$ cat config.mk
export PLATFORM = sky130hd
export DESIGN_NAME = mips_control_fsm_flat
export DESIGN_NICKNAME = d
export VERILOG_FILES = /design/src/rtl/mips_control_fsm_if.sv /design/src/rtl/mips_control_fsm.sv /design/src/flat_wrapper.sv
export SDC_FILE = /design/constraint.sdc
export NUM_CORES = 1
export LEC_CHECK = 0
export BUFFER_PORTS_ARGS = -buffer_cell sky130_fd_sc_hd__buf_2
export CAP_MARGIN = 20
export CORE_ASPECT_RATIO = 1.2
export CORE_UTILIZATION = 39
export DETAILED_ROUTE_END_ITERATION = 10
export PLACE_DENSITY = 0.76
export SYNTH_ARGS = -nofsm -noshare
export SYNTH_HDL_FRONTEND = slang
export SYNTH_SLANG_ARGS = --single-unit
$ cat constraint.sdc
create_clock -name clk -period 1.3 [get_ports clk]
set_clock_uncertainty 0.05 [all_clocks]
set_input_delay 0.065 -clock clk [delete_from_list [all_inputs] [get_ports clk]]
set_output_delay 0.065 -clock clk [all_outputs]
set_load 0.1 [all_outputs]
$ cat src/rtl/mips_control_fsm_if.sv
// Control-unit bus: instruction/memory/ALU status in, datapath selects and enables out.
interface mips_control_fsm_if;
    logic [31:0] instr;
    logic        mem_waitrequest;
    logic        ALUResult0;
    logic        PCZero;

    logic [4:0]  ALUControl;
    logic [1:0]  ALUSrcA;
    logic [2:0]  ALUSrcB;
    logic [1:0]  PCSource;
    logic        PCWrite;
    logic        IRWrite;
    logic        RegWrite;
    logic        MemRead;
    logic        MemWrite;
    logic        IorD;
    logic        RegDst;
    logic        MemtoReg;
    logic        active;
    logic        illegal;

    // Control unit side.
    modport master (
        input  instr, mem_waitrequest, ALUResult0, PCZero,
        output ALUControl, ALUSrcA, ALUSrcB, PCSource, PCWrite, IRWrite,
               RegWrite, MemRead, MemWrite, IorD, RegDst, MemtoReg, active, illegal
    );

    // Datapath side.
    modport slave (
        output instr, mem_waitrequest, ALUResult0, PCZero,
        input  ALUControl, ALUSrcA, ALUSrcB, PCSource, PCWrite, IRWrite,
               RegWrite, MemRead, MemWrite, IorD, RegDst, MemtoReg, active, illegal
    );
endinterface

$ cat src/rtl/mips_control_fsm.sv
// Multicycle MIPS control unit: sequences fetch, decode, execute, memory and
// writeback, driving the datapath selects, enables and the ALUControl bus.
module mips_control_fsm (
    input  logic               clk,
    input  logic               rst_n,
    mips_control_fsm_if.master bus
);
    // state   | meaning
    // FETCH   | read instruction at PC, IR <= mem, PC <= PC + 4
    // DECODE  | register read, branch target into ALUOut, J resolves here
    // EXEC    | ALU op, address calc, branch compare or JR
    // MEM     | data access at ALUOut for LW/SW
    // WB      | register file write
    // HALTED  | PC reached zero or illegal instruction; only reset leaves
    typedef enum logic [2:0] {
        FETCH  = 3'd0,
        DECODE = 3'd1,
        EXEC   = 3'd2,
        MEM    = 3'd3,
        WB     = 3'd4,
        HALTED = 3'd5
    } state_t;

    localparam logic [4:0] ALU_AND   = 5'b00000;
    localparam logic [4:0] ALU_OR    = 5'b00001;
    localparam logic [4:0] ALU_ADD   = 5'b00010;
    localparam logic [4:0] ALU_XOR   = 5'b00011;
    localparam logic [4:0] ALU_SLL   = 5'b00100;
    localparam logic [4:0] ALU_SRL   = 5'b00101;
    localparam logic [4:0] ALU_SUB   = 5'b00110;
    localparam logic [4:0] ALU_SLT   = 5'b00111;
    localparam logic [4:0] ALU_SRA   = 5'b01000;
    localparam logic [4:0] ALU_SLTU  = 5'b01001;
    localparam logic [4:0] ALU_EQ    = 5'b01010;
    localparam logic [4:0] ALU_PASSA = 5'b01110;
    localparam logic [4:0] ALU_LUI   = 5'b10100;

    localparam logic [5:0] OP_RTYPE = 6'h00;
    localparam logic [5:0] OP_J     = 6'h02;
    localparam logic [5:0] OP_BEQ   = 6'h04;
    localparam logic [5:0] OP_BNE   = 6'h05;
    localparam logic [5:0] OP_ADDIU = 6'h09;
    localparam logic [5:0] OP_SLTI  = 6'h0A;
    localparam logic [5:0] OP_SLTIU = 6'h0B;
    localparam logic [5:0] OP_ANDI  = 6'h0C;
    localparam logic [5:0] OP_ORI   = 6'h0D;
    localparam logic [5:0] OP_XORI  = 6'h0E;
    localparam logic [5:0] OP_LUI   = 6'h0F;
    localparam logic [5:0] OP_LW    = 6'h23;
    localparam logic [5:0] OP_SW    = 6'h2B;

    localparam logic [5:0] FN_SLL  = 6'h00;
    localparam logic [5:0] FN_SRL  = 6'h02;
    localparam logic [5:0] FN_SRA  = 6'h03;
    localparam logic [5:0] FN_JR   = 6'h08;
    localparam logic [5:0] FN_ADDU = 6'h21;
    localparam logic [5:0] FN_SUBU = 6'h23;
    localparam logic [5:0] FN_AND  = 6'h24;
    localparam logic [5:0] FN_OR   = 6'h25;
    localparam logic [5:0] FN_XOR  = 6'h26;
    localparam logic [5:0] FN_SLT  = 6'h2A;
    localparam logic [5:0] FN_SLTU = 6'h2B;

    localparam logic [1:0] SRCA_PC    = 2'd0;
    localparam logic [1:0] SRCA_RS    = 2'd1;
    localparam logic [1:0] SRCA_SHAMT = 2'd2;

    localparam logic [2:0] SRCB_RT     = 3'd0;
    localparam logic [2:0] SRCB_FOUR   = 3'd1;
    localparam logic [2:0] SRCB_IMM_SE = 3'd2;
    localparam logic [2:0] SRCB_BR_OFS = 3'd3;
    localparam logic [2:0] SRCB_IMM_ZE = 3'd4;

    localparam logic [1:0] PCSRC_ALU    = 2'd0;
    localparam logic [1:0] PCSRC_ALUOUT = 2'd1;
    localparam logic [1:0] PCSRC_JUMP   = 2'd2;

    state_t     state;
    state_t     next_state;
    logic       illegal_q;
    logic       set_illegal;

    logic [5:0] opcode;
    logic [5:0] funct;
    logic       unused_instr_bits;

    logic [4:0] r_op;
    logic       r_alu;
    logic       r_shift;
    logic [4:0] i_op;
    logic [2:0] i_src_b;
    logic       i_alu;

    logic       is_rtype;
    logic       is_r_alu;
    logic       is_jr;
    logic       is_i_alu;
    logic       is_lw;
    logic       is_sw;
    logic       is_beq;
    logic       is_bne;
    logic       is_j;
    logic       is_legal;
    logic       branch_taken;

    logic [4:0] alu_control;
    logic [1:0] alu_src_a;
    logic [2:0] alu_src_b;
    logic [1:0] pc_source;
    logic       pc_write;
    logic       ir_write;
    logic       reg_write;
    logic       mem_read;
    logic       mem_write;
    logic       iord;
    logic       reg_dst;
    logic       mem_to_reg;

    assign opcode = bus.instr[31:26];
    assign funct  = bus.instr[5:0];
    // Register and immediate fields are consumed by the datapath, not here.
    assign unused_instr_bits = ^bus.instr[25:6];

    // Map funct and opcode onto ALU operations for the register and immediate ALU forms.
    always_comb begin
        r_op    = ALU_AND;
        r_alu   = 1'b0;
        r_shift = 1'b0;
        case (funct)
            FN_ADDU: begin r_op = ALU_ADD;  r_alu = 1'b1; end
            FN_SUBU: begin r_op = ALU_SUB;  r_alu = 1'b1; end
            FN_AND:  begin r_op = ALU_AND;  r_alu = 1'b1; end
            FN_OR:   begin r_op = ALU_OR;   r_alu = 1'b1; end
            FN_XOR:  begin r_op = ALU_XOR;  r_alu = 1'b1; end
            FN_SLT:  begin r_op = ALU_SLT;  r_alu = 1'b1; end
            FN_SLTU: begin r_op = ALU_SLTU; r_alu = 1'b1; end
            FN_SLL:  begin r_op = ALU_SLL;  r_alu = 1'b1; r_shift = 1'b1; end
            FN_SRL:  begin r_op = ALU_SRL;  r_alu = 1'b1; r_shift = 1'b1; end
            FN_SRA:  begin r_op = ALU_SRA;  r_alu = 1'b1; r_shift = 1'b1; end
            default: ;
        endcase

        i_op    = ALU_AND;
        i_src_b = SRCB_IMM_SE;
        i_alu   = 1'b0;
        case (opcode)
            OP_ADDIU: begin i_op = ALU_ADD;  i_src_b = SRCB_IMM_SE; i_alu = 1'b1; end
            OP_SLTI:  begin i_op = ALU_SLT;  i_src_b = SRCB_IMM_SE; i_alu = 1'b1; end
            OP_SLTIU: begin i_op = ALU_SLTU; i_src_b = SRCB_IMM_SE; i_alu = 1'b1; end
            OP_ANDI:  begin i_op = ALU_AND;  i_src_b = SRCB_IMM_ZE; i_alu = 1'b1; end
            OP_ORI:   begin i_op = ALU_OR;   i_src_b = SRCB_IMM_ZE; i_alu = 1'b1; end
            OP_XORI:  begin i_op = ALU_XOR;  i_src_b = SRCB_IMM_ZE; i_alu = 1'b1; end
            OP_LUI:   begin i_op = ALU_LUI;  i_src_b = SRCB_IMM_ZE; i_alu = 1'b1; end
            default: ;
        endcase
    end

    assign is_rtype = (opcode == OP_RTYPE);
    assign is_r_alu = is_rtype && r_alu;
    assign is_jr    = is_rtype && (funct == FN_JR);
    assign is_i_alu = i_alu;
    assign is_lw    = (opcode == OP_LW);
    assign is_sw    = (opcode == OP_SW);
    assign is_beq   = (opcode == OP_BEQ);
    assign is_bne   = (opcode == OP_BNE);
    assign is_j     = (opcode == OP_J);
    assign is_legal = is_r_alu || is_jr || is_i_alu || is_lw || is_sw ||
                      is_beq || is_bne || is_j;

    // BEQ takes on a set compare bit, BNE on a clear one.
    assign branch_taken = is_beq ? bus.ALUResult0 : !bus.ALUResult0;

    // Next state and datapath controls; everything is held at zero while in reset.
    always_comb begin
        next_state  = state;
        set_illegal = 1'b0;
        alu_control = ALU_AND;
        alu_src_a   = SRCA_PC;
        alu_src_b   = SRCB_RT;
        pc_source   = PCSRC_ALU;
        pc_write    = 1'b0;
        ir_write    = 1'b0;
        reg_write   = 1'b0;
        mem_read    = 1'b0;
        mem_write   = 1'b0;
        iord        = 1'b0;
        reg_dst     = 1'b0;
        mem_to_reg  = 1'b0;
        if (rst_n) begin
            case (state)
                FETCH: begin
                    if (bus.PCZero) begin
                        next_state = HALTED;
                    end else begin
                        mem_read    = 1'b1;
                        alu_src_a   = SRCA_PC;
                        alu_src_b   = SRCB_FOUR;
                        alu_control = ALU_ADD;
                        if (!bus.mem_waitrequest) begin
                            ir_write   = 1'b1;
                            pc_write   = 1'b1;
                            pc_source  = PCSRC_ALU;
                            next_state = DECODE;
                        end
                    end
                end
                DECODE: begin
                    alu_src_a   = SRCA_PC;
                    alu_src_b   = SRCB_BR_OFS;
                    alu_control = ALU_ADD;
                    if (is_j) begin
                        pc_write   = 1'b1;
                        pc_source  = PCSRC_JUMP;
                        next_state = FETCH;
                    end else if (!is_legal) begin
                        set_illegal = 1'b1;
                        next_state  = HALTED;
                    end else begin
                        next_state = EXEC;
                    end
                end
                EXEC: begin
                    alu_src_a  = SRCA_RS;
                    next_state = FETCH;
                    if (is_r_alu) begin
                        alu_src_a   = r_shift ? SRCA_SHAMT : SRCA_RS;
                        alu_src_b   = SRCB_RT;
                        alu_control = r_op;
                        next_state  = WB;
                    end else if (is_i_alu) begin
                        alu_src_b   = i_src_b;
                        alu_control = i_op;
                        next_state  = WB;
                    end else if (is_lw || is_sw) begin
                        alu_src_b   = SRCB_IMM_SE;
                        alu_control = ALU_ADD;
                        next_state  = MEM;
                    end else if (is_beq || is_bne) begin
                        alu_src_b   = SRCB_RT;
                        alu_control = ALU_EQ;
                        if (branch_taken) begin
                            pc_write  = 1'b1;
                            pc_source = PCSRC_ALUOUT;
                        end
                    end else if (is_jr) begin
                        alu_control = ALU_PASSA;
                        pc_write    = 1'b1;
                        pc_source   = PCSRC_ALU;
                    end
                end
                MEM: begin
                    iord      = 1'b1;
                    mem_read  = is_lw;
                    mem_write = is_sw;
                    if (!bus.mem_waitrequest) begin
                        next_state = is_lw ? WB : FETCH;
                    end
                end
                WB: begin
                    reg_write  = 1'b1;
                    mem_to_reg = is_lw;
                    reg_dst    = is_rtype;
                    next_state = FETCH;
                end
                HALTED: begin
                    next_state = HALTED;
                end
                default: begin
                    next_state = HALTED;
                end
            endcase
        end
    end

    // State register and sticky illegal flag; a low rst_n at the edge restarts in FETCH.
    always_ff @(posedge clk) begin
        if (!rst_n) begin
            state     <= FETCH;
            illegal_q <= 1'b0;
        end else begin
            state <= next_state;
            if (set_illegal) begin
                illegal_q <= 1'b1;
            end
        end
    end

    assign bus.ALUControl = alu_control;
    assign bus.ALUSrcA    = alu_src_a;
    assign bus.ALUSrcB    = alu_src_b;
    assign bus.PCSource   = pc_source;
    assign bus.PCWrite    = pc_write;
    assign bus.IRWrite    = ir_write;
    assign bus.RegWrite   = reg_write;
    assign bus.MemRead    = mem_read;
    assign bus.MemWrite   = mem_write;
    assign bus.IorD       = iord;
    assign bus.RegDst     = reg_dst;
    assign bus.MemtoReg   = mem_to_reg;
    assign bus.active     = rst_n && (state != HALTED);
    assign bus.illegal    = rst_n && illegal_q;
endmodule

$ cat src/flat_wrapper.sv
// flat-port wrapper written by rule: the top's interface ports become plain ports
module mips_control_fsm_flat 
  (clk, rst_n, bus_instr, bus_mem_waitrequest, bus_ALUResult0, bus_PCZero, bus_ALUControl, bus_ALUSrcA, bus_ALUSrcB, bus_PCSource, bus_PCWrite, bus_IRWrite, bus_RegWrite, bus_MemRead, bus_MemWrite, bus_IorD, bus_RegDst, bus_MemtoReg, bus_active, bus_illegal);
  mips_control_fsm_if bus_i ();
  input  logic clk;
  input  logic rst_n;
  input wire logic [$bits(bus_i.instr)-1:0] bus_instr;
  input wire logic [$bits(bus_i.mem_waitrequest)-1:0] bus_mem_waitrequest;
  input wire logic [$bits(bus_i.ALUResult0)-1:0] bus_ALUResult0;
  input wire logic [$bits(bus_i.PCZero)-1:0] bus_PCZero;
  output wire logic [$bits(bus_i.ALUControl)-1:0] bus_ALUControl;
  output wire logic [$bits(bus_i.ALUSrcA)-1:0] bus_ALUSrcA;
  output wire logic [$bits(bus_i.ALUSrcB)-1:0] bus_ALUSrcB;
  output wire logic [$bits(bus_i.PCSource)-1:0] bus_PCSource;
  output wire logic [$bits(bus_i.PCWrite)-1:0] bus_PCWrite;
  output wire logic [$bits(bus_i.IRWrite)-1:0] bus_IRWrite;
  output wire logic [$bits(bus_i.RegWrite)-1:0] bus_RegWrite;
  output wire logic [$bits(bus_i.MemRead)-1:0] bus_MemRead;
  output wire logic [$bits(bus_i.MemWrite)-1:0] bus_MemWrite;
  output wire logic [$bits(bus_i.IorD)-1:0] bus_IorD;
  output wire logic [$bits(bus_i.RegDst)-1:0] bus_RegDst;
  output wire logic [$bits(bus_i.MemtoReg)-1:0] bus_MemtoReg;
  output wire logic [$bits(bus_i.active)-1:0] bus_active;
  output wire logic [$bits(bus_i.illegal)-1:0] bus_illegal;
  assign bus_i.instr = bus_instr;
  assign bus_i.mem_waitrequest = bus_mem_waitrequest;
  assign bus_i.ALUResult0 = bus_ALUResult0;
  assign bus_i.PCZero = bus_PCZero;
  assign bus_ALUControl = bus_i.ALUControl;
  assign bus_ALUSrcA = bus_i.ALUSrcA;
  assign bus_ALUSrcB = bus_i.ALUSrcB;
  assign bus_PCSource = bus_i.PCSource;
  assign bus_PCWrite = bus_i.PCWrite;
  assign bus_IRWrite = bus_i.IRWrite;
  assign bus_RegWrite = bus_i.RegWrite;
  assign bus_MemRead = bus_i.MemRead;
  assign bus_MemWrite = bus_i.MemWrite;
  assign bus_IorD = bus_i.IorD;
  assign bus_RegDst = bus_i.RegDst;
  assign bus_MemtoReg = bus_i.MemtoReg;
  assign bus_active = bus_i.active;
  assign bus_illegal = bus_i.illegal;
  mips_control_fsm u_core (.clk(clk), .rst_n(rst_n), .bus(bus_i));
endmodule
==> summary by stage, run 1 <==
Synthesis
Summed over all instances, the cell type with the most area after synthesis is sky130_fd_sc_hd__dfxtp_1. The share of the Yosys chip area taken by registers is 8.174%. The number of register bits inferred by synthesis is 4. The net count after synthesis is 190.

By area the synthesized netlist is led by sky130_fd_sc_hd__dfxtp_1 8.2%, sky130_fd_sc_hd__nor2_1 6.5%, sky130_fd_sc_hd__nand2_1 5.4%. The fraction of registers with async set or reset after synthesis is 0%. The mean cell area of the mapped netlist is approximately 6.4 µm². The count of distinct cell types in the synthesized netlist is between 40 and 50.

For this run, the leading register cell type out of synthesis is sky130_fd_sc_hd__dfxtp_1. For this run, the number of Yosys warnings is 0. The number of enable flip-flop cells after synthesis is 0. After technology mapping, the gate count stands at 153.

The top-area cell type share of the netlist area is under 10%. The post-synth design cell area is approximately 980 µm².

Status
The tool reported: "[ERROR DPL-0038] Utilization greater than 100%, impossible to legalize". The flow did not finish. The flow stopped in clock tree synthesis.

Place
The HPWL after detailed placement is roughly 4700 µm. The count of buffers added on input and output ports is 38. The post-place setup slack is -0.4358 ns. In this run the cell area measured after placement is approximately 2300 µm².

The placer congestion estimate is a little over 0.9. In this run, placement finished with an instance count of approximately 260.

CTS
The number of setup buffers added after CTS is 8. TritonCTS created 3 clock buffers. In this run the clock root is driven by a sky130_fd_sc_hd__clkbuf_4.

The buffer levels on the longest clock path is 2. In this run the number of H-tree levels came out at 1. The count of instances resized after the clock tree is built is 47. After clock tree synthesis, the flow added hold-fix buffers numbering 0.

The tree built by TritonCTS fans out to 4 sinks.

Floorplan
The initial utilization of the core area, before any placement, comes to between 40% and 50%. From left edge to right edge, the die measures 47.76 µm. Pin placement for this block handled 59 I/O pins. The vertical die dimension is roughly 57 µm.

The number of placement rows is 19.
metrics by stage:
stage | TNS [ns] | utilization, %
after floorplan | -9.118 | -
after global placement | -4.097 | 96.62
after detailed placement | -5.497 | 96.62
cells by family after synthesis:
| kind of cell | Yosys count | share of synthesized area, % |
|---|---|---|
| compound gates | 47 | 35.12 |
| buf+inv | 20 | 9.323 |
| flops | 4 | 8.174 |
| simple gates | 77 | 42.91 |
| xor+xnor | 5 | 4.471 |
cells in the mapped netlist (2+ instances only):
| cell | n |
|---|---|
| sky130_fd_sc_hd__buf_2 | 7 |
| sky130_fd_sc_hd__xnor2_1 | 2 |
| sky130_fd_sc_hd__nand3b_1 | 2 |
| sky130_fd_sc_hd__or3_1 | 3 |
| sky130_fd_sc_hd__inv_1 | 7 |
| sky130_fd_sc_hd__or2_2 | 2 |
| sky130_fd_sc_hd__xor2_1 | 3 |
| sky130_fd_sc_hd__a211oi_1 | 2 |
| sky130_fd_sc_hd__clkbuf_1 | 5 |
| sky130_fd_sc_hd__nand2_1 | 14 |
| sky130_fd_sc_hd__nor2_1 | 17 |
| sky130_fd_sc_hd__nand2b_1 | 7 |
| sky130_fd_sc_hd__nor4_1 | 2 |
| sky130_fd_sc_hd__nor3_1 | 10 |
| sky130_fd_sc_hd__o21ai_0 | 8 |
| sky130_fd_sc_hd__nand3_1 | 6 |
| sky130_fd_sc_hd__dfxtp_1 | 4 |
| sky130_fd_sc_hd__a2bb2oi_1 | 2 |
| sky130_fd_sc_hd__a21boi_1 | 2 |
| sky130_fd_sc_hd__nor4bb_1 | 2 |
| sky130_fd_sc_hd__a31oi_1 | 4 |
| sky130_fd_sc_hd__a21oi_1 | 10 |
| sky130_fd_sc_hd__a211oi_2 | 2 |
| sky130_fd_sc_hd__a22o_1 | 2 |
| sky130_fd_sc_hd__a211o_1 | 2 |
| sky130_fd_sc_hd__nand4_1 | 4 |
==> run 2, diff against run 1 <==
--- a/config.mk
+++ b/config.mk
@@ -7,10 +7,9 @@
 export LEC_CHECK = 0
 export BUFFER_PORTS_ARGS = -buffer_cell sky130_fd_sc_hd__buf_2
 export CAP_MARGIN = 20
-export CORE_ASPECT_RATIO = 1.2
-export CORE_UTILIZATION = 39
+export CORE_UTILIZATION = 26
 export DETAILED_ROUTE_END_ITERATION = 10
-export PLACE_DENSITY = 0.76
+export PLACE_DENSITY_LB_ADDON = 0.15
 export SYNTH_ARGS = -nofsm -noshare
 export SYNTH_HDL_FRONTEND = slang
 export SYNTH_SLANG_ARGS = --single-unit
==> constraint.sdc (replaced) <==
create_clock -name clk -period 1.69 [get_ports clk]
set_clock_uncertainty 0.05 [all_clocks]
set_input_delay 0.0845 -clock clk [delete_from_list [all_inputs] [get_ports clk]]
set_output_delay 0.0845 -clock clk [all_outputs]
set_load 0.1 [all_outputs]
==> run 2 against run 1 <==
Compared with the run above:
- the flow now finishes, with violations (setup timing)
- area after synthesis unchanged
- synthesized cell count unchanged
==> summary by stage, run 2 <==
Status
The flow ran to the end, but the final reports show violations. The final reports fail on setup timing.

Route
The overall routed net length is roughly 3600 µm. In the routed design, unresolved DRC markers number 0. Across all layers, the routed design uses between 1k and 1.5k vias.

The first TritonRoute pass finished after 4 iterations. Using the TritonRoute via totals, the vias-per-cell ratio works out to approximately 5.4. The average wire per cell in the routed design is ~14 µm. The number of DRC markers after the initial detailed-route iteration is slightly below 80. In this run the remaining antenna-violating nets after routing total 0.

CTS
The H-tree depth reported by CTS is 1 (unchanged). The number of buffers added by the clock tree synthesis step is 3 (unchanged). TritonCTS built the clock tree. After clock tree synthesis, the clock-pin slew on the worst setup and hold paths is about 0.030 ns. The TritonCTS sink count is 4 (unchanged).

The tree is rooted in a sky130_fd_sc_hd__clkbuf_8. At the later pin of the worst-skew pair, clock insertion delay measures roughly 0.21 ns. The buffer levels on the longest clock path is 2 (unchanged).

Cells and area
Leaving out fill and tap cells, the most frequent cell in the layout is sky130_fd_sc_hd__buf_4. Of the cells placed in the final design, the portion with a size suffix greater than 1 is slightly below 60%. For this run, the post-layout net count is ~260. At the end of the flow the core is filled with cells to a little over three fifths.

The count of antenna diodes in the layout is 0. The total area of multi-input combinational cells is 1155 µm². The sequential cells in the finished layout cover a total of ~91 µm².

Relative to the synthesized area, the layout overhead comes to 122.5%. The layout filler cell count is 313. The flip-flop count of the largest register, all copies and words added is 3. The top cell types in the final layout, fill and taps aside, are 32 x sky130_fd_sc_hd__buf_4, 21 x sky130_fd_sc_hd__buf_12, 13 x sky130_fd_sc_hd__nand2_1. In the final layout, the registers with the most flip-flops are u_core.state (3), u_core.illegal_q (1). The most flop-heavy register is u_core.state.

Power
The proportion of power drawn by combinational gates is 77.4%. In this run switching power makes up 53.27% of total power. Sequential cells account for 11.6% of the total power. The reported net switching power is 947.4 µW. For this design the ratio of total power to cell area is a little over 800 nW/µm².

The largest vdd supply drop is between 0.7 and 0.8 mV. Cell internal power was estimated by the tool at ~830 µW. The clock network power share is approximately 11%. Summed over all cells, the static leakage comes to ~0.00084 µW.

Critical path
Walking the worst path, the cells encountered are buf_6 -> or3_4 -> nor3_4 -> o31a_4 -> a211oi_2 -> a21o_4 -> buf_12. The critical setup path kind is input pin to primary output. Of all nets on the critical path, the largest fanout is 7. STA classifies the critical path startpoint as an input pin. The worst path required time is ~1.6 ns.

The critical path contains buffers and inverters numbering 2 combined. The type of element capturing the critical path is a primary output. On the critical path, the stage with the largest delay is an instance of sky130_fd_sc_hd__or3_4. At the worst endpoint, the arrival time is 1.60 ns. Broken down by cell family, the worst path's largest delay share belongs to simple AND/OR/NAND/NOR gates. Setup slack on the worst reg-to-reg path comes out at ~0.34 ns.

For the worst flop-to-flop path, the logic depth is 5. The number of cells on the critical path is 7. The largest incremental delay on the critical path is about 0.4 ns.

Synthesis
The top-area cell type share of the netlist area is 8.174% (unchanged). The net count after synthesis is 190 (unchanged). The mean cell area of the mapped netlist came to 6.403 µm² (unchanged).

The most used flip-flop cell after synthesis is sky130_fd_sc_hd__dfxtp_1. The number of warnings issued by yosys came to 0 (unchanged). Yosys attributes the largest share of cell area to sky130_fd_sc_hd__dfxtp_1 8.2%, sky130_fd_sc_hd__nor2_1 6.5%, sky130_fd_sc_hd__nand2_1 5.4%. The dominant cell type by area after synthesis is sky130_fd_sc_hd__dfxtp_1.

The fraction of registers with async set or reset after synthesis is 0% (unchanged). Sorting the synthesized cells by how often they occur yields 17 x sky130_fd_sc_hd__nor2_1, 14 x sky130_fd_sc_hd__nand2_1, 10 x sky130_fd_sc_hd__a21oi_1, 10 x sky130_fd_sc_hd__nor3_1, 8 x sky130_fd_sc_hd__o21ai_0. The most common cell in the synthesized netlist is sky130_fd_sc_hd__nor2_1. The number of register bits inferred by synthesis is 4 (unchanged). The register area share after synthesis is 8.174% (unchanged). The number of enable flip-flop cells after synthesis was 0 (unchanged).

The count of distinct cell types in the synthesized netlist is 48 (unchanged). The cell count after synthesis is 153 (unchanged). The post-synth design cell area is 979.7 µm² (unchanged).

Job
Across the run, the number of max-cap violations was 0.

Worst hold path
The path class of the tightest hold or removal check is input pin to flip-flop. Counting instances, the worst hold path has a depth of 3.

Timing
The fraction of the cycle the final worst path needs is 102.9%. The final critical path time including I/O delays and setup is between 1.5 and 2 ns. The number of max-slew violations in the final report is 0.

Based on the critical path, the design can be clocked at up to between 0.5 and 0.6 GHz. Across all setup checks in the final design, the least slack found is -0.04855 ns. Setup repair after global routing could not meet its margin everywhere. At the pin with the least slew margin, the transition time is slightly below 0.5 ns. The worst-case headroom to the max-slew limit is approximately 68%. The number of hold-slack violations in the final timing report is 0. Setup violations remaining at the end of the flow were counted as 2.

Global route
The number of antenna violations at the first check in global routing is 0. The largest net degree at the start of global routing is 12. Global routing used a little under a fifth of the available tracks across all layers. The number of global-route vias before repair is ~1.4k.

The final global-route overflow total is 0. The first-pass GRT wire length is 6106 µm.

Place
The final HPWL from detailed placement is 2832 µm (-40%). The count of buffers from port buffering came to 38 (unchanged). The placer congestion estimate is 0.9057 (-1.5%). The post-place setup slack is -0.09296 ns (+0.3429 ns).

Floorplan
The initial core utilization is 28.25% (-14 points). The vertical die dimension came to 63.39 µm (+11%). The width of the chip is 63.39 µm (+33%). The top-level port count is 59 (unchanged). The region available for standard cell placement spans about 3500 µm². The number of placement rows came to 21 (+2). The full die area is 4018 µm².
==> run 2: metal layers <==
metal	wire, µm	GRT usage, %
met5	0	0
met4	0	1.989
met3	266	3.804
met2	1830	32.05
met1	1513	23.42
==> run 2: cell type report <==
cell class	count	share of cell area (%)
multi-input combinational	129	52.99
clock buffer	3	1.894
sequential	4	4.191
inverter	7	1.378
timing repair buffer	73	36.91
tap	46	2.641
==> run 2: cells by family after synthesis <==
group / synth area share (%)
DFF: 8.174
AOI/OAI and AO/OA: 35.12
and+or+nand+nor: 42.91
buffers and inverters: 9.323
xor gates and xnor gates: 4.471
==> run 2: worst paths after layout <==
| check | from | end |
|---|---|---|
| max | bus_instr[30] | bus_ALUControl[1] |
| min | rst_n | u_core.state[2] |
| max reg2reg | u_core.state[2] | u_core.state[0] |
| min reg2reg | u_core.illegal_q | u_core.illegal_q |
==> run 2: timing repair <==
| action | CTS | global route |
|---|---|---|
| gates resized for setup | 10 | 12 |
| endpoints found under the setup margin | 10 | 12 |
| pin swaps | 11 | 14 |
| hold buffers | 0 | 0 |
| setup buffers | 4 | 5 |
==> run 2: power by group through the flow <==
stage	Sequential (µW)	Clock, µW	Combinational (µW)
after CTS	207	202	1280
after global routing	215	216	1450
final	206	196	1380
after detailed placement	211	0	1240
after global placement	209	0	1230
after floorplan	173	0	925
==> run 2: through the flow <==
| step | instance area, µm² | instances | hold WS [ns] | TNS, ns | total power [µW] |
|---|---|---|---|---|---|
| 2_1_floorplan | 1315 | 153 | 0.2333 | -2.658 | 1097 |
| 3_3_place_gp | 1962 | 250 | 0.3805 | -0.1455 | 1435 |
| 3_5_place_dp | 1962 | 250 | 0.3824 | -0.2242 | 1448 |
| 4_1_cts | 2087 | 257 | 0.2131 | -0.2092 | 1688 |
| 5_1_grt | 2180 | 262 | 0.2308 | -0.3557 | 1881 |
| 6_report | 2180 | 262 | 0.2120 | -0.08291 | 1779 |
==> run 2: tightest hold or removal path, stage by stage <==
cell,delay [ns]
sky130_fd_sc_hd__buf_2,0.19
sky130_fd_sc_hd__o21ai_0,0.11
sky130_fd_sc_hd__a31oi_1,0.05
Note: power is estimated with default switching activity, not from simulation.
==> run 3, diff against run 2 <==
--- a/config.mk
+++ b/config.mk
@@ -7,6 +7,8 @@
 export LEC_CHECK = 0
 export BUFFER_PORTS_ARGS = -buffer_cell sky130_fd_sc_hd__buf_2
 export CAP_MARGIN = 20
+export CELL_PAD_IN_SITES_DETAIL_PLACEMENT = 1
+export CELL_PAD_IN_SITES_GLOBAL_PLACEMENT = 1
 export CORE_UTILIZATION = 26
 export DETAILED_ROUTE_END_ITERATION = 10
 export PLACE_DENSITY_LB_ADDON = 0.15
==> run 3 against run 2 <==
Compared with the run above:
- the flow still finishes with violations (setup timing)
- core utilization up 7.6 points
- largest cell class unchanged
- die area unchanged
- register-to-register slack got worse by 0.31 ns
- routed wire length is 83% higher
- power grew 19%
- hold slack worse by 0.0016 ns
- critical path depth grew 2
- clock-buffer cell count stayed put
- highest routed layer is now met4
- global-route usage up 9.4 points
- final cell count increased by 6.9%
- fmax fell by 4.1%
==> summary by stage, run 3 (same netlist as run 2, synthesis figures left out) <==
Global route
The first-pass GRT wire length was 8659 µm (+42%). The number of antenna violations at the first check in global routing is 0 (unchanged). The final global-route overflow total was 0 (unchanged). The global-route usage over all layers is 27.64% (+9.4 points). The largest net degree at the start of global routing is 12 (unchanged).

The number of global-route vias before repair was 1688 (+21%).

CTS
TritonCTS built the clock tree. The clock-pin transition on the worst setup and hold timing paths came to 0.04 ns (about the same). The root cell of the clock tree is sky130_fd_sc_hd__clkbuf_8. The H-tree depth reported by CTS was 1 (unchanged).

The TritonCTS sink count is 4 (unchanged). The buffer levels on the longest clock path is 2 (unchanged). The clock latency reported for the late side of the worst-skew pair is 0.24 ns (+0.03 ns). The number of buffers added by the clock tree synthesis step was 3 (unchanged).

Cells and area
The total number of nets in the final design is 273 (+7.1%). The largest registers in the layout are u_core.state (3), u_core.illegal_q (1). The layout filler cell count came to 375 (+20%). The most frequent standard cell in the layout excluding fill and tap cells is sky130_fd_sc_hd__buf_4. In the layout the commonest cells are 45 x sky130_fd_sc_hd__buf_4, 24 x sky130_fd_sc_hd__buf_12, 12 x sky130_fd_sc_hd__nand2_1. The flip-flop count of the largest register, all copies and words added was 3 (unchanged).

Relative to the synthesized area, the layout overhead comes to 149.6%. Ranked by flip-flop count, first place goes to u_core.state. The count of antenna diodes in the layout was 0 (unchanged).

The ratio of cells with drive above 1 in the final layout came to 65.38% (+6.6 points).

Floorplan
The initial core utilization is 28.25% (unchanged). The top-level port count came to 59 (unchanged). The width of the chip is 63.39 µm (unchanged).

The core region area was 3468 µm² (unchanged). The full die area is 4018 µm² (unchanged). The vertical die dimension is 63.39 µm (unchanged). The number of placement rows is 21 (unchanged).

Worst hold path
The min-delay analysis places its worst path in the category input pin to flip-flop.

Power
The reported net switching power is 1171 µW (+24%). The total power consumption of the routed design is 2118 µW (+19%). The switching fraction of total power came to 55.29% (+2.0 points). The sequential cell fraction of total power is 9.9% (-1.7 points). The areal power density over the cells came to 866.5 nW/µm² (+6.2%). The internal power is 947.1 µW (+14%). The proportion of power drawn by combinational gates was 79.7% (+2.3 points). The clock network power share is 10.4% (-0.6 points). The leakage power of the design is 0.0009679 µW (+15%). The largest vdd supply drop was 0.8725 mV (+18%).

Critical path
Among the stages of the critical path, the cell type that occurs most often is sky130_fd_sc_hd__buf_4. The type of element capturing the critical path is a primary output. The endpoint identified for the worst register-to-register timing path is u_core.state[2]. The depth of the most critical reg-to-reg path came to 7 (+2).

The setup slack of the worst register-to-register path is 0.03 ns (-0.31 ns). Tracing the worst setup path back leads to its startpoint at bus_instr[28]. The count of buffering cells on the critical path with inverters included is 4 (+2). The cell family contributing the most delay on the critical path is compound AO/OA/AOI/OAI gates. The number of cells on the critical path came to 9 (+2). In this run the critical register-to-register path is launched from u_core.state[0].

The critical setup path kind is input pin to primary output. STA classifies the critical path startpoint as an input pin. The critical path capture point is bus_ALUControl[1].

The largest incremental delay on the critical path is 0.39 ns (about the same). The largest fanout on the critical path was 3 (-4). The signal on the critical path passes through buf_6 -> or3_4 -> buf_4 -> buf_4 -> o21ai_1 -> a2111o_1 -> nand2_2 -> a21o_4 -> buf_12. The slowest stage of the critical path is the sky130_fd_sc_hd__or3_4 cell. The endpoint arrival time on the critical path is 1.68 ns (+0.08 ns). The worst path required time is 1.56 ns (about the same).

Timing
The highest attainable clock frequency is 0.5518 GHz (-4.1%). The post-layout worst setup margin is -0.1221 ns (-0.07356 ns). The number of max-slew violations in the final report is 0 (unchanged). The number of hold-slack violations in the final timing report is 0 (unchanged). The fraction of the cycle the final worst path needs is 107.2% (+4.4 points). The final critical path time including I/O delays and setup came to 1.812 ns (+0.07356 ns). The transition time of the tightest slew-check pin is 0.4825 ns (-0.0001571 ns). The final setup violation count came to 9 (+7). The worst-case headroom to the max-slew limit is 68.05% (about the same). The sum of negative setup slack is -0.4094 ns (-0.3265 ns). Setup repair after global routing could not meet its margin everywhere.

Route
The via count is 1644 (+17%). The first-pass iteration count of the detailed router was 4 (unchanged). The number of DRC markers after the initial detailed-route iteration is 113 (+47%). The overall routed net length is 6596 µm (+83%). The residual DRC count came to 0 (unchanged). The ratio of routed vias to standard cells is 5.871 (+9.3%). The remaining number of nets flagged by the antenna check after routing is 0 (unchanged). The average wire per cell in the routed design is 23.56 µm (+71%).

Job
The max capacitance violation total came to 0 (unchanged).

Status
The flow ran to the end, but the final reports show violations. The final reports fail on setup timing.

Place
The final HPWL from detailed placement is 3579 µm (+26%). The count of buffers from port buffering is 38 (unchanged). The placer congestion estimate is 0.8592 (-5.1%).
run 3: cell types whose count changed in the layout (fill, tap and decap cells not counted), moves of 2 or more:
cell	change
sky130_fd_sc_hd__buf_4	+13
sky130_fd_sc_hd__buf_6	+4
sky130_fd_sc_hd__buf_12	+3
sky130_fd_sc_hd__nor3_1	-2
run 3: how the worst min path moves through the flow:
stage | from | to | slack, ns | depth (start not counted)
2_1_floorplan | bus_PCZero | bus_IRWrite | 0.23 | 1
5_1_grt | rst_n | u_core.illegal_q | 0.22 | 2
4_1_cts | rst_n | u_core.state[2] | 0.21 | 3
3_3_place_gp | u_core.illegal_q | u_core.illegal_q | 0.38 | 2
3_5_place_dp | u_core.illegal_q | u_core.illegal_q | 0.40 | 2
6_report | rst_n | u_core.illegal_q | 0.21 | 2
run 3: power by group through the flow:
stage,clock network (µW),logic [µW],registers [µW]
final,221,1690,209
after global routing,232,1730,212
after CTS,203,1390,215
after detailed placement,0,1280,227
after global placement,0,1240,220
after floorplan,0,925,173
run 3: metal layers:
layer  track usage (%)  part of all wire (%)  routed length [µm]  up-vias
li1                  -                     -                   -      722
met1             31.85                    38                2508      805
met2             52.53                    52                3431       91
met3             1.993                   5.3                 348       26
met4             9.375                   4.7                 308        0
met5                 0                     0                   0        -
run 3: what timing repair did:
item,CTS,global route
endpoints found under the setup margin,11,14
resized for setup,20,22
setup buffers,11,13
gates cloned,0,0
hold buffers,0,0
pin swaps,14,15
run 3: cell type report:
class	instances	area [µm²]	area share, %
Tap cell	46	57.56	2.354
Sequential cell	4	91.34	3.736
Clock buffer	3	41.29	1.689
Timing Repair Buffer	91	997.2	40.79
Inverter	7	30.03	1.228
Multi-Input combinational cell	129	1227	50.20
run 3: stage by stage:
stage	area, µm²	std cells	hold slack [ns]	setup slack (ns)	utilization (%)
2_1_floorplan	1315	153	0.2333	-0.3978	-
3_3_place_gp	2004	254	0.3787	-0.08915	57.79
3_5_place_dp	2004	254	0.3987	-0.1723	57.79
4_1_cts	2241	268	0.2105	-0.1071	64.61
5_1_grt	2445	280	0.2175	-0.1489	70.49
6_report	2445	280	0.2104	-0.1221	70.49
==> run 4, diff against run 3 <==
--- a/config.mk
+++ b/config.mk
@@ -11,7 +11,7 @@
 export CELL_PAD_IN_SITES_GLOBAL_PLACEMENT = 1
 export CORE_UTILIZATION = 26
 export DETAILED_ROUTE_END_ITERATION = 10
-export PLACE_DENSITY_LB_ADDON = 0.15
+export PLACE_DENSITY = 0.81
 export SYNTH_ARGS = -nofsm -noshare
 export SYNTH_HDL_FRONTEND = slang
 export SYNTH_SLANG_ARGS = --single-unit
==> run 4 against run 3 <==
Compared with the run above:
- the run still ends with setup timing left
- die area unchanged
- cell area decreased by 6.0%
- global-route usage decreased by 1.1 points
- setup slack improved by 0.032 ns
- routed wire length decreased by 13%
- register-to-register slack about the same
- flip-flop and latch count unchanged
- first-iteration DRC count decreased by 41%
- hold slack improved by 0.012 ns
- sequential power increased by 6%
- critical path depth decreased by 2
- sequential share of layout area increased by 0.24 points
==> summary by stage, run 4 (same netlist as run 2, synthesis figures left out) <==
Status
The run finished, with violations left. The checks that failed: setup timing.

Timing
The final critical path time including I/O delays and setup is 1.780 ns (-0.03217 ns). The worst-case headroom to the max-slew limit is 68.06% (about the same). The worst hold-check slack came to 0.2226 ns (+0.01221 ns). Setup repair after global routing could not meet its margin everywhere. The transition time of the tightest slew-check pin is 0.4825 ns (-0.00006855 ns). The highest attainable clock frequency is 0.5618 GHz (+1.8%). The final setup violation count was 8 (-1). The number of max-slew violations in the final report is 0 (unchanged).

The fraction of the cycle the final worst path needs came to 105.3% (-1.9 points). The number of hold-slack violations in the final timing report came to 0 (unchanged). The post-layout worst setup margin came to -0.08994 ns (+0.03217 ns).

Worst hold path
The min-delay analysis places its worst path in the category input pin to flip-flop.

Place
The post-place setup slack was -0.1247 ns (+0.04766 ns). The placed instance area is 1992 µm² (-0.62%). The final HPWL from detailed placement was 3853 µm (+7.6%).

The count of buffers from port buffering is 38 (unchanged). The placer congestion estimate is 0.9129 (+6.3%).

Route
The via count is 1577 (-4.1%). The average wire per cell in the routed design is 21.24 µm (-9.8%). The wire length on met3 is 321 µm (-7.8%). The ratio of routed vias to standard cells came to 5.841 (-0.52%). The met2 layer wire length in the routed design is 2969 µm (-13%). The overall routed net length is 5734 µm (-13%). The number of DRC markers after the initial detailed-route iteration was 67 (-41%). The first-pass iteration count of the detailed router is 4 (unchanged). The met1 wire length is 2236 µm (-11%). Routed signal wires occupy layers up through met4.

The residual DRC count is 0 (unchanged). The remaining number of nets flagged by the antenna check after routing is 0 (unchanged).

Global route
The largest net degree at the start of global routing is 12 (unchanged). The number of antenna violations at the first check in global routing came to 0 (unchanged). The number of global-route vias before repair was 1640 (-2.8%).

The global-route usage over all layers came to 26.54% (-1.1 points). The first-pass GRT wire length is 8390 µm (-3.1%). The final global-route overflow total was 0 (unchanged).

CTS
TritonCTS built the clock tree. The buffer levels on the longest clock path is 2 (unchanged). The H-tree depth reported by CTS is 1 (unchanged). The clock-pin transition on the worst setup and hold timing paths is 0.03 ns (about the same).

The TritonCTS sink count is 4 (unchanged). The clock latency reported for the late side of the worst-skew pair came to 0.21 ns (-0.03 ns). The root cell of the clock tree is sky130_fd_sc_hd__clkbuf_8. The number of buffers added by the clock tree synthesis step is 3 (unchanged). The number of hold-repair buffers added at the cts stage was 0 (unchanged).

Cells and area
The total area of multi-input combinational cells was 1174 µm² (-4.4%). The register with the most flip-flops in the final layout is u_core.state. The utilization after layout is 66.27% (-4.2 points). The footprint of the flip-flops and latches is 91.34 µm² (unchanged). The layout filler cell count came to 390 (+4.0%). The count of antenna diodes in the layout is 0 (unchanged). The ratio of cells with drive above 1 in the final layout was 61.16% (-4.2 points). From synthesis to final layout, the design area changed by 134.6%.

The most frequent standard cell in the layout excluding fill and tap cells is sky130_fd_sc_hd__buf_4. The top cell types in the final layout, fill and taps aside, are 38 x sky130_fd_sc_hd__buf_4, 23 x sky130_fd_sc_hd__buf_12, 13 x sky130_fd_sc_hd__nand2_1. The largest registers in the layout are u_core.state (3), u_core.illegal_q (1).

The total number of nets in the final design is 263 (-3.7%). The area of all placed cells without fillers is 2298 µm² (-6.0%). The flip-flop count of the largest register, all copies and words added is 3 (unchanged).

Floorplan
The full die area is 4018 µm² (unchanged). The number of placement rows is 21 (unchanged). The core region area is 3468 µm² (unchanged). The vertical die dimension was 63.39 µm (unchanged).

The top-level port count is 59 (unchanged). The initial core utilization is 28.25% (unchanged). The width of the chip is 63.39 µm (unchanged).

Critical path
The setup slack of the worst register-to-register path came to 0.04 ns (about the same). The startpoint type of the worst setup path is an input pin. The count of buffering cells on the critical path with inverters included is 2 (-2). The largest incremental delay on the critical path came to 0.40 ns (about the same). The largest fanout on the critical path is 4 (+1). The endpoint arrival time on the critical path is 1.65 ns (-0.03 ns). The setup path with the least slack is of type input pin to primary output. The type of element capturing the critical path is a primary output.

The worst path required time is 1.56 ns (about the same). The cell type of the slowest stage on the worst timing path is sky130_fd_sc_hd__or3_4. The cell family contributing the most delay on the critical path is simple AND/OR/NAND/NOR gates.

Walking the worst path, the cells encountered are buf_6 -> or3_4 -> nor3_4 -> o31ai_4 -> a21boi_4 -> a211oi_4 -> buf_12.

Power
The total power consumption of the routed design is 1905 µW (-10%). The areal power density over the cells is 828.6 nW/µm² (-4.4%). The largest vdd supply drop is 0.8773 mV (+0.55%).

The leakage power of the design is 0.0008979 µW (-7.2%).

Job
The max capacitance violation total came to 0 (unchanged).
## run 4: cell count changes in the layout (fill, tap and decap cells not counted), moves of 2 or more
| cell | change |
|---|---|
| sky130_fd_sc_hd__nor3_1 | +2 |
| sky130_fd_sc_hd__buf_4 | -7 |
| sky130_fd_sc_hd__nor3_2 | -2 |
| sky130_fd_sc_hd__buf_6 | -2 |
## run 4: cell type report
type                    instances  area share [%]
clock buffers                   3           1.796
inverters                       7           1.306
multi-input cells             129           51.06
flip-flops and latches          4           3.974
well taps                      46           2.504
repair buffers                 81           39.36
## run 4: final timing paths
| check | endpoint | startpoint | cells past startpoint |
|---|---|---|---|
| worst max register to register | u_core.state[2] | u_core.state[0] | 7 |
| worst min register to register | u_core.illegal_q | u_core.illegal_q | 2 |
| worst min-delay path | u_core.illegal_q | rst_n | 2 |
| worst max-delay path | bus_ALUControl[3] | bus_instr[29] | 7 |
## run 4: stage by stage
| step | instances | setup TNS [ns] |
|---|---|---|
| after floorplan | 153 | -2.658 |
| after global placement | 254 | -0.1913 |
| final | 270 | -0.4750 |
| after CTS | 263 | -0.1709 |
| after global routing | 270 | -0.7880 |
| after detailed placement | 254 | -0.4468 |
## run 4: routing by layer
| layer | up-vias | track usage (%) |
|---|---|---|
| met1 | 778 | 34.17 |
| met4 | 0 | 5.398 |
| met3 | 24 | 1.087 |
| li1 | 709 | - |
| met2 | 66 | 48.40 |
| met5 | - | 0 |
## run 4: repair_timing
| item | CTS | global route |
|---|---|---|
| setup buffers | 6 | 7 |
| gates cloned | 0 | 0 |
| pin swaps | 14 | 12 |
| gates resized for setup | 15 | 16 |
| endpoints found under the setup margin | 11 | 12 |
## run 4: worst register-to-register path: cells and delay by family (launching register included)
| kind | cells | cell delay [ns] |
|---|---|---|
| flops | 1 | 0.40 |
| buf+inv | 2 | 0.24 |
| compound gates | 1 | 0.21 |
| simple gates | 4 | 0.67 |
## run 4: power by group
group | switching, µW | leakage (µW) | total, µW | internal, µW
Clock | 42.5 | 0.0000216 | 194 | 151
Sequential | 75.1 | 0.0000350 | 221 | 146
Combinational | 925 | 0.000841 | 1490 | 564
